**src/rtl/spi_arb.sv**
```systemverilog
// rtl/spi_arb.sv - two-client round-robin arbiter in front of a single SPI monarch
// One transaction in flight at a time; abandoned with err=1 and rsp=FFFF if the monarch stalls.
module spi_arb #(
    parameter int TIMEOUT_CYC = 1024
) (
    input  logic        clk,
    input  logic        rst,
    input  logic        req0,
    input  logic [15:0] cmd0,
    input  logic        req1,
    input  logic [15:0] cmd1,
    output logic        ack0,
    output logic        ack1,
    output logic [15:0] rsp,
    output logic        err,
    output logic        busy,
    output logic        spi_wrt,
    output logic [15:0] spi_cmd,
    input  logic        spi_done,
    input  logic [15:0] spi_rd_data
);

    localparam logic [1:0] S_IDLE   = 2'd0;
    localparam logic [1:0] S_LAUNCH = 2'd1;
    localparam logic [1:0] S_WAIT   = 2'd2;
    localparam logic [1:0] S_RESP   = 2'd3;

    localparam logic [15:0] TO_LAST = 16'(TIMEOUT_CYC - 1);

    logic [1:0]  state;
    logic        id;
    logic        last;
    logic [15:0] cnt;
    logic        grant_id;

    // On a tie the client that was not served last wins; otherwise the lone requester.
    always_comb begin
        grant_id = req1;
        if (req0 && req1) begin
            grant_id = ~last;
        end
    end

    always_ff @(posedge clk or posedge rst) begin
        if (rst) begin
            state   <= S_IDLE;
            id      <= 1'b0;
            last    <= 1'b1;
            cnt     <= 16'h0000;
            ack0    <= 1'b0;
            ack1    <= 1'b0;
            rsp     <= 16'h0000;
            err     <= 1'b0;
            busy    <= 1'b0;
            spi_wrt <= 1'b0;
            spi_cmd <= 16'h0000;
        end else begin
            spi_wrt <= 1'b0;
            ack0    <= 1'b0;
            ack1    <= 1'b0;
            case (state)
                S_IDLE: begin
                    if (req0 || req1) begin
                        id      <= grant_id;
                        spi_cmd <= grant_id ? cmd1 : cmd0;
                        spi_wrt <= 1'b1;
                        busy    <= 1'b1;
                        state   <= S_LAUNCH;
                    end
                end
                S_LAUNCH: begin
                    cnt   <= 16'h0000;
                    state <= S_WAIT;
                end
                S_WAIT: begin
                    // Completion is checked first so a done on the timeout cycle still succeeds.
                    if (spi_done) begin
                        rsp   <= spi_rd_data;
                        err   <= 1'b0;
                        ack0  <= ~id;
                        ack1  <= id;
                        state <= S_RESP;
                    end else if (cnt >= TO_LAST) begin
                        rsp   <= 16'hFFFF;
                        err   <= 1'b1;
                        ack0  <= ~id;
                        ack1  <= id;
                        state <= S_RESP;
                    end else if (cnt != 16'hFFFF) begin
                        cnt <= cnt + 16'd1;
                    end
                end
                S_RESP: begin
                    last  <= id;
                    busy  <= 1'b0;
                    state <= S_IDLE;
                end
                default: begin
                    busy  <= 1'b0;
                    state <= S_IDLE;
                end
            endcase
        end
    end

endmodule

```
**config.mk**
```make
export PLATFORM = sky130hd
export DESIGN_NAME = spi_arb
export DESIGN_NICKNAME = d
export VERILOG_FILES = /design/src/rtl/spi_arb.sv
export SDC_FILE = /design/constraint.sdc
export NUM_CORES = 1
export LEC_CHECK = 0
export ABC_AREA = 1
export BUFFER_PORTS_ARGS = -buffer_cell sky130_fd_sc_hd__buf_2
export CAP_MARGIN = 20
export CORE_UTILIZATION = 28
export CTS_CLUSTER_DIAMETER = 120
export DETAILED_ROUTE_END_ITERATION = 6
export SYNTH_ARGS = -nofsm -noshare
export SYNTH_HDL_FRONTEND = slang
export SYNTH_SLANG_ARGS = --single-unit
```
**constraint.sdc**
```tcl
create_clock -name clk -period 4.1 [get_ports clk]
set_input_delay 0.615 -clock clk [delete_from_list [all_inputs] [get_ports clk]]
set_output_delay 0.615 -clock clk [all_outputs]
set_load 0.02 [all_outputs]
```
* Word-level counts from Yosys, hierarchy flattened
Cells that the tools add are included.
** Word-level totals
- Flip-flop bits (word level) :: 57
- Input bits :: 53
** Operators by class
- Add/sub/neg operators :: 1
- $lt $le $gt $ge :: 1
- Eq/ne operators :: 9
- Muxes and demuxes :: 24
- Bitwise logic cells :: 2
- Reductions and logical operators :: 11
** Operators by type and width (number)
- 16-bit two-way mux :: 6
- 16-bit case mux with 2 select lines :: 1
- 16-bit by 1-bit adder with 16-bit output, second input constant :: 1
- 16-bit by 10-bit greater-or-equal comparator with 1-bit output, second input constant :: 1
- 16-bit inequality test, second input constant :: 1
- 1-bit two-way mux :: 12
- 2-bit inequality test, second input constant :: 4
- 2-bit case mux with 4 select lines :: 1
- 2-bit AND reduction :: 4
- 2-bit two-way mux :: 3
- 2-bit nonzero test :: 3
- 2-bit == test, second input constant :: 2
- 4-bit AND reduction :: 1
- 3-bit inequality test, second input constant :: 1
- 2-bit by 1-bit == test with 1-bit output, second input constant :: 1
- 2-bit logical NOT :: 1
- 1-bit inverter :: 2
- 1-bit case mux with 2 select lines :: 1
- 1-bit logical AND :: 1
- 1-bit logical OR :: 1

* Depth between registers and ports, before layout
- Word-level depth :: 5
- Mapped depth :: 9
- Mapped depth without buffers :: 8

* Least setup slack after synthesis
Ideal clock, no wire load.
- Path type :: in2reg
- Start :: input req0
- End :: register spi_cmd[0]
- Data arrival time :: 1.309 ns
- Data required time :: 3.966 ns
- Slack :: 2.657 ns
- Stages on the path :: 6
- Buffers on the path :: 1
- Cell sequence :: nand2_1 nand2_1 clkinv_1 buf_2 nand2_1 a31oi_1
** On the way
- Word-level cells in the longest chain between the ends :: 3
** RTL lines
- start, declared :: RTL line 8 : input logic req0,
- 1-bit logical AND :: RTL line 39 : if (req0 && req1) begin
- 1-bit two-way mux :: RTL line 39
- 16-bit two-way mux :: RTL line 65 : spi_cmd <= grant_id ? cmd1 : cmd0;
- end signal, assigned :: RTL line 65
- end, declared :: RTL line 18 : output logic [15:0] spi_cmd,
Several ways; a longest one is shown, not always the timed one.
A chain may end at the register's enable or synchronous reset.

* Worst setup path in the final report
- Start :: register state[0]
- End :: register cnt[0]
** On the way
- Word-level cells in the longest chain between the ends :: 3
** RTL lines
- start, declared :: RTL line 30 : logic [1:0] state;
- start signal, assigned :: RTL line 46 : state <= S_IDLE;
- start signal, assigned :: RTL line 68 : state <= S_LAUNCH;
- start signal, assigned :: RTL line 73 : state <= S_WAIT;
- 2-bit == test / 2-bit by 1-bit == test with 1-bit output (equally long branches) :: RTL line 61 : case (state)
- 2-bit inequality test (no source line) / 2-bit nonzero test (equally long branches)
- 4-bit AND reduction (no source line)
- end signal, assigned :: RTL line 90 : cnt <= cnt + 16'd1;
- end, declared :: RTL line 33 : logic [15:0] cnt;
Several ways; a longest one is shown, not always the timed one.

==> run metrics <==
run status=finished clean; leftover overflow at the end of global routing=0; first-pass GRT wire length=between 10 and 15 mm; Clock Latency Late Sink=between 0.3 and 0.4 ns; half-perimeter wire length after placement=around 4.3 mm; Core Rows=35; initial cell density of the core=29.1%; count of buffers from port buffering=89; post-synthesis cell type count=27; synthesized cell area=0.00270 mm²; cells resized by post-CTS repair=0; final WL=~5.9 mm; length in cells of the worst reg-to-reg path=8; Worst Tran Pin Value=0.682 ns; number of hold buffers added after CTS=0; deepest level of the CTS H-tree=3; #FFs+latches synth=57; capture point of the worst reg-to-reg path=cnt[0]; final max-slew violation count=0; clock edge transition at the registers on the reported setup and hold paths=roughly 0.070 ns; Final Hold Fails=0; RSZ-0062 raised after global routing=no; YS warnings=0; die area=approximately 0.01 mm²; initial antenna violation count=0; worst-case vdd ir drop=0.000293 V; critical path endpoint category=flop; Core Footprint=~0.0093 mm²; DRC marker count from the first detailed-route iteration=91; Top Usage Layer GRT=met2; ANT cells=0; routed vias/inst=approximately 4.3; number of clock sinks=57; global-route met3 utilization=3.41%; aggregate global-route resource usage=between 10% and 20%; Vert. Die Dim=100 µm; number of failing setup endpoints in the final timing report=0; Clk Tree Root Cell=sky130_fd_sc_hd__clkbuf_8; classification of the worst-slack hold path=in2async; share of cells above drive strength 1=roughly 30%; net count of the mapped netlist=roughly 380; clock period minus worst slack=between 2 and 2.5 ns; CTS max path bufs=2; synthesized area divided by synthesized cell count=between 8 and 9 µm²; Setup Crit Path Kind=reg2reg; met1 usage in global routing=around 16%; Detailed Routing Iterations Pass 1=4; Worst R2R Start=state[0]; width of the chip=~100 µm; number of max-cap violations=0; post-route fraction of the period consumed by the critical path=54.1%; Post-Route Skew=0.0101 ns; post-CTS setup buffer count=0; wire length per cell=~11 µm; remaining antenna violation count=0; number of buffers created by CTS=9; number of primary I/O pins=90; final setup TNS=0 ns; final-layout fill cell count=~1000; global routing usage on met2=about a fifth; number of global-route vias before repair=~2200; LEAKAGE=~1.8 nW; routability cong.=around 0.77; Critical Path Start Type=flop; worst hold slack across all endpoints=0.382 ns; reg-to-reg setup timing slack=around 1.9 ns; power density over the cells=between 600 and 700 mW/mm²; critical-path maximum fanout=14; drt drc=0; Via Count=around 2400; arrival time of the worst setup path=between 2 and 2.5 ns; max_slew headroom=54.5%; maximum number of pins on one net before global-route repair=34; most common cell after layout, fill and taps aside=sky130_fd_sc_hd__buf_2; maximum clock frequency=451 MHz; Final #Nets=475; TritonCTS clock tree=built; commonest cells after routing, fill and taps aside=sky130_fd_sc_hd__buf_2 (89), sky130_fd_sc_hd__nand2_1 (85), sky130_fd_sc_hd__dfrtp_1 (56); area grow syn2layout=29.2%; cell count after synthesis=325; Critical Path RT=roughly 4.4 ns; sequential cell area fraction in the yosys report=52.8%
==> stage by stage <==
stage	cell area [µm²]	setup WS [ns]	util, %	cells	power (mW)
floorplan	2700	2.09	-	325	1.56
global placement	3260	1.85	35.1	534	1.82
detailed placement	3260	1.80	35.1	534	1.84
CTS	3480	1.88	37.4	550	2.43
global route	3490	1.66	37.6	551	2.60
finish	3490	1.88	37.6	551	2.41
==> report_power, final <==
| part | total [mW] | internal, mW | switching, mW |
|---|---|---|---|
| Sequential | 0.864 | 0.760 | 0.105 |
| Clock | 0.584 | 0.358 | 0.226 |
| Combinational | 0.966 | 0.333 | 0.633 |
| Total | 2.41 | 1.45 | 0.963 |
==> kinds of logic (layout without fill, tap and decap cells) <==
logic type | count (synthesis) | after routing | share of synthesized area, %
adders and majority gates | 5 | 5 | 2.31
AOI/OAI and AO/OA | 45 | 45 | 10.9
and+or+nand+nor | 166 | 166 | 25.7
buffers and inverters | 52 | 149 | 8.24
DFF | 57 | 57 | 52.8
==> synth_stat cells <==
master | instances | area [µm²]
sky130_fd_sc_hd__nand2_1 | 85 | 319
sky130_fd_sc_hd__clkinv_1 | 1 | 3.75
sky130_fd_sc_hd__clkbuf_1 | 3 | 11.3
sky130_fd_sc_hd__nor2_2 | 3 | 18.8
sky130_fd_sc_hd__buf_2 | 4 | 20.0
sky130_fd_sc_hd__buf_4 | 2 | 15.0
sky130_fd_sc_hd__inv_1 | 40 | 150
sky130_fd_sc_hd__o22ai_1 | 1 | 6.26
sky130_fd_sc_hd__buf_6 | 2 | 22.5
sky130_fd_sc_hd__nand3_2 | 3 | 30.0
sky130_fd_sc_hd__o21ai_0 | 4 | 20.0
sky130_fd_sc_hd__dfrtp_1 | 56 | 1400
sky130_fd_sc_hd__a21oi_1 | 12 | 60.1
sky130_fd_sc_hd__nand4_1 | 1 | 6.26
sky130_fd_sc_hd__nand3b_1 | 1 | 7.51
sky130_fd_sc_hd__nand2_2 | 2 | 12.5
sky130_fd_sc_hd__dfstp_2 | 1 | 26.3
sky130_fd_sc_hd__nor2_1 | 53 | 199
sky130_fd_sc_hd__nand3_1 | 15 | 75.1
sky130_fd_sc_hd__a22oi_1 | 4 | 30.0
sky130_fd_sc_hd__a31oi_1 | 16 | 100
sky130_fd_sc_hd__a21oi_4 | 1 | 16.3
sky130_fd_sc_hd__nor3_1 | 1 | 5.00
sky130_fd_sc_hd__nor2_4 | 1 | 11.3
sky130_fd_sc_hd__ha_1 | 5 | 62.6
sky130_fd_sc_hd__a21oi_2 | 7 | 61.3
sky130_fd_sc_hd__nand2_4 | 1 | 11.3
==> state kept, by name (all words and copies together), names as in the netlist <==
| register | flops |
|---|---|
| ack0 | 1 |
| ack1 | 1 |
| busy | 1 |
| cnt | 16 |
| err | 1 |
| id | 1 |
| last | 1 |
| rsp | 16 |
| spi_cmd | 16 |
| spi_wrt | 1 |
| state | 2 |
==> layout make-up <==
type | instances | area (µm²) | share of cell area [%]
Clock buffer | 11 | 141 | 4.05
Clock inverter | 5 | 78.8 | 2.26
Inverter | 41 | 154 | 4.41
Multi-Input combinational cell | 216 | 1050 | 30.1
Sequential cell | 57 | 1430 | 40.9
Tap cell | 129 | 161 | 4.62
Timing Repair Buffer | 92 | 475 | 13.6
==> per-layer routing <==
layer | share of wire, % | vias to the layer above
li1 | - | 1211
met1 | 48 | 1066
met2 | 45 | 68
met3 | 5.9 | 8
met4 | 1.9 | 0
met5 | 0 | -
==> worst max-delay path, stage by stage (launching register included) <==
cell and delay, ns:
sky130_fd_sc_hd__dfrtp_1 0.40, sky130_fd_sc_hd__inv_1 0.11, sky130_fd_sc_hd__ha_1 0.46, sky130_fd_sc_hd__inv_1 0.19, sky130_fd_sc_hd__nor2_2 0.23, sky130_fd_sc_hd__nand3_2 0.29, sky130_fd_sc_hd__nand2_2 0.32, sky130_fd_sc_hd__nand2_1 0.08
sky130_fd_sc_hd__nand2_1 0.07
==> worst max-delay path by stage <==
stage	startpoint	to	slack (ns)	depth (start not counted)
floorplan	rst	ack0	2.09	1
global placement	req0	spi_cmd[7]	1.85	6
detailed placement	req0	spi_cmd[2]	1.80	6
CTS	state[0]	spi_cmd[13]	1.88	7
global route	state[0]	cnt[3]	1.66	8
finish	state[0]	cnt[0]	1.88	8
No activity file was read; power rests on OpenSTA's default activity.
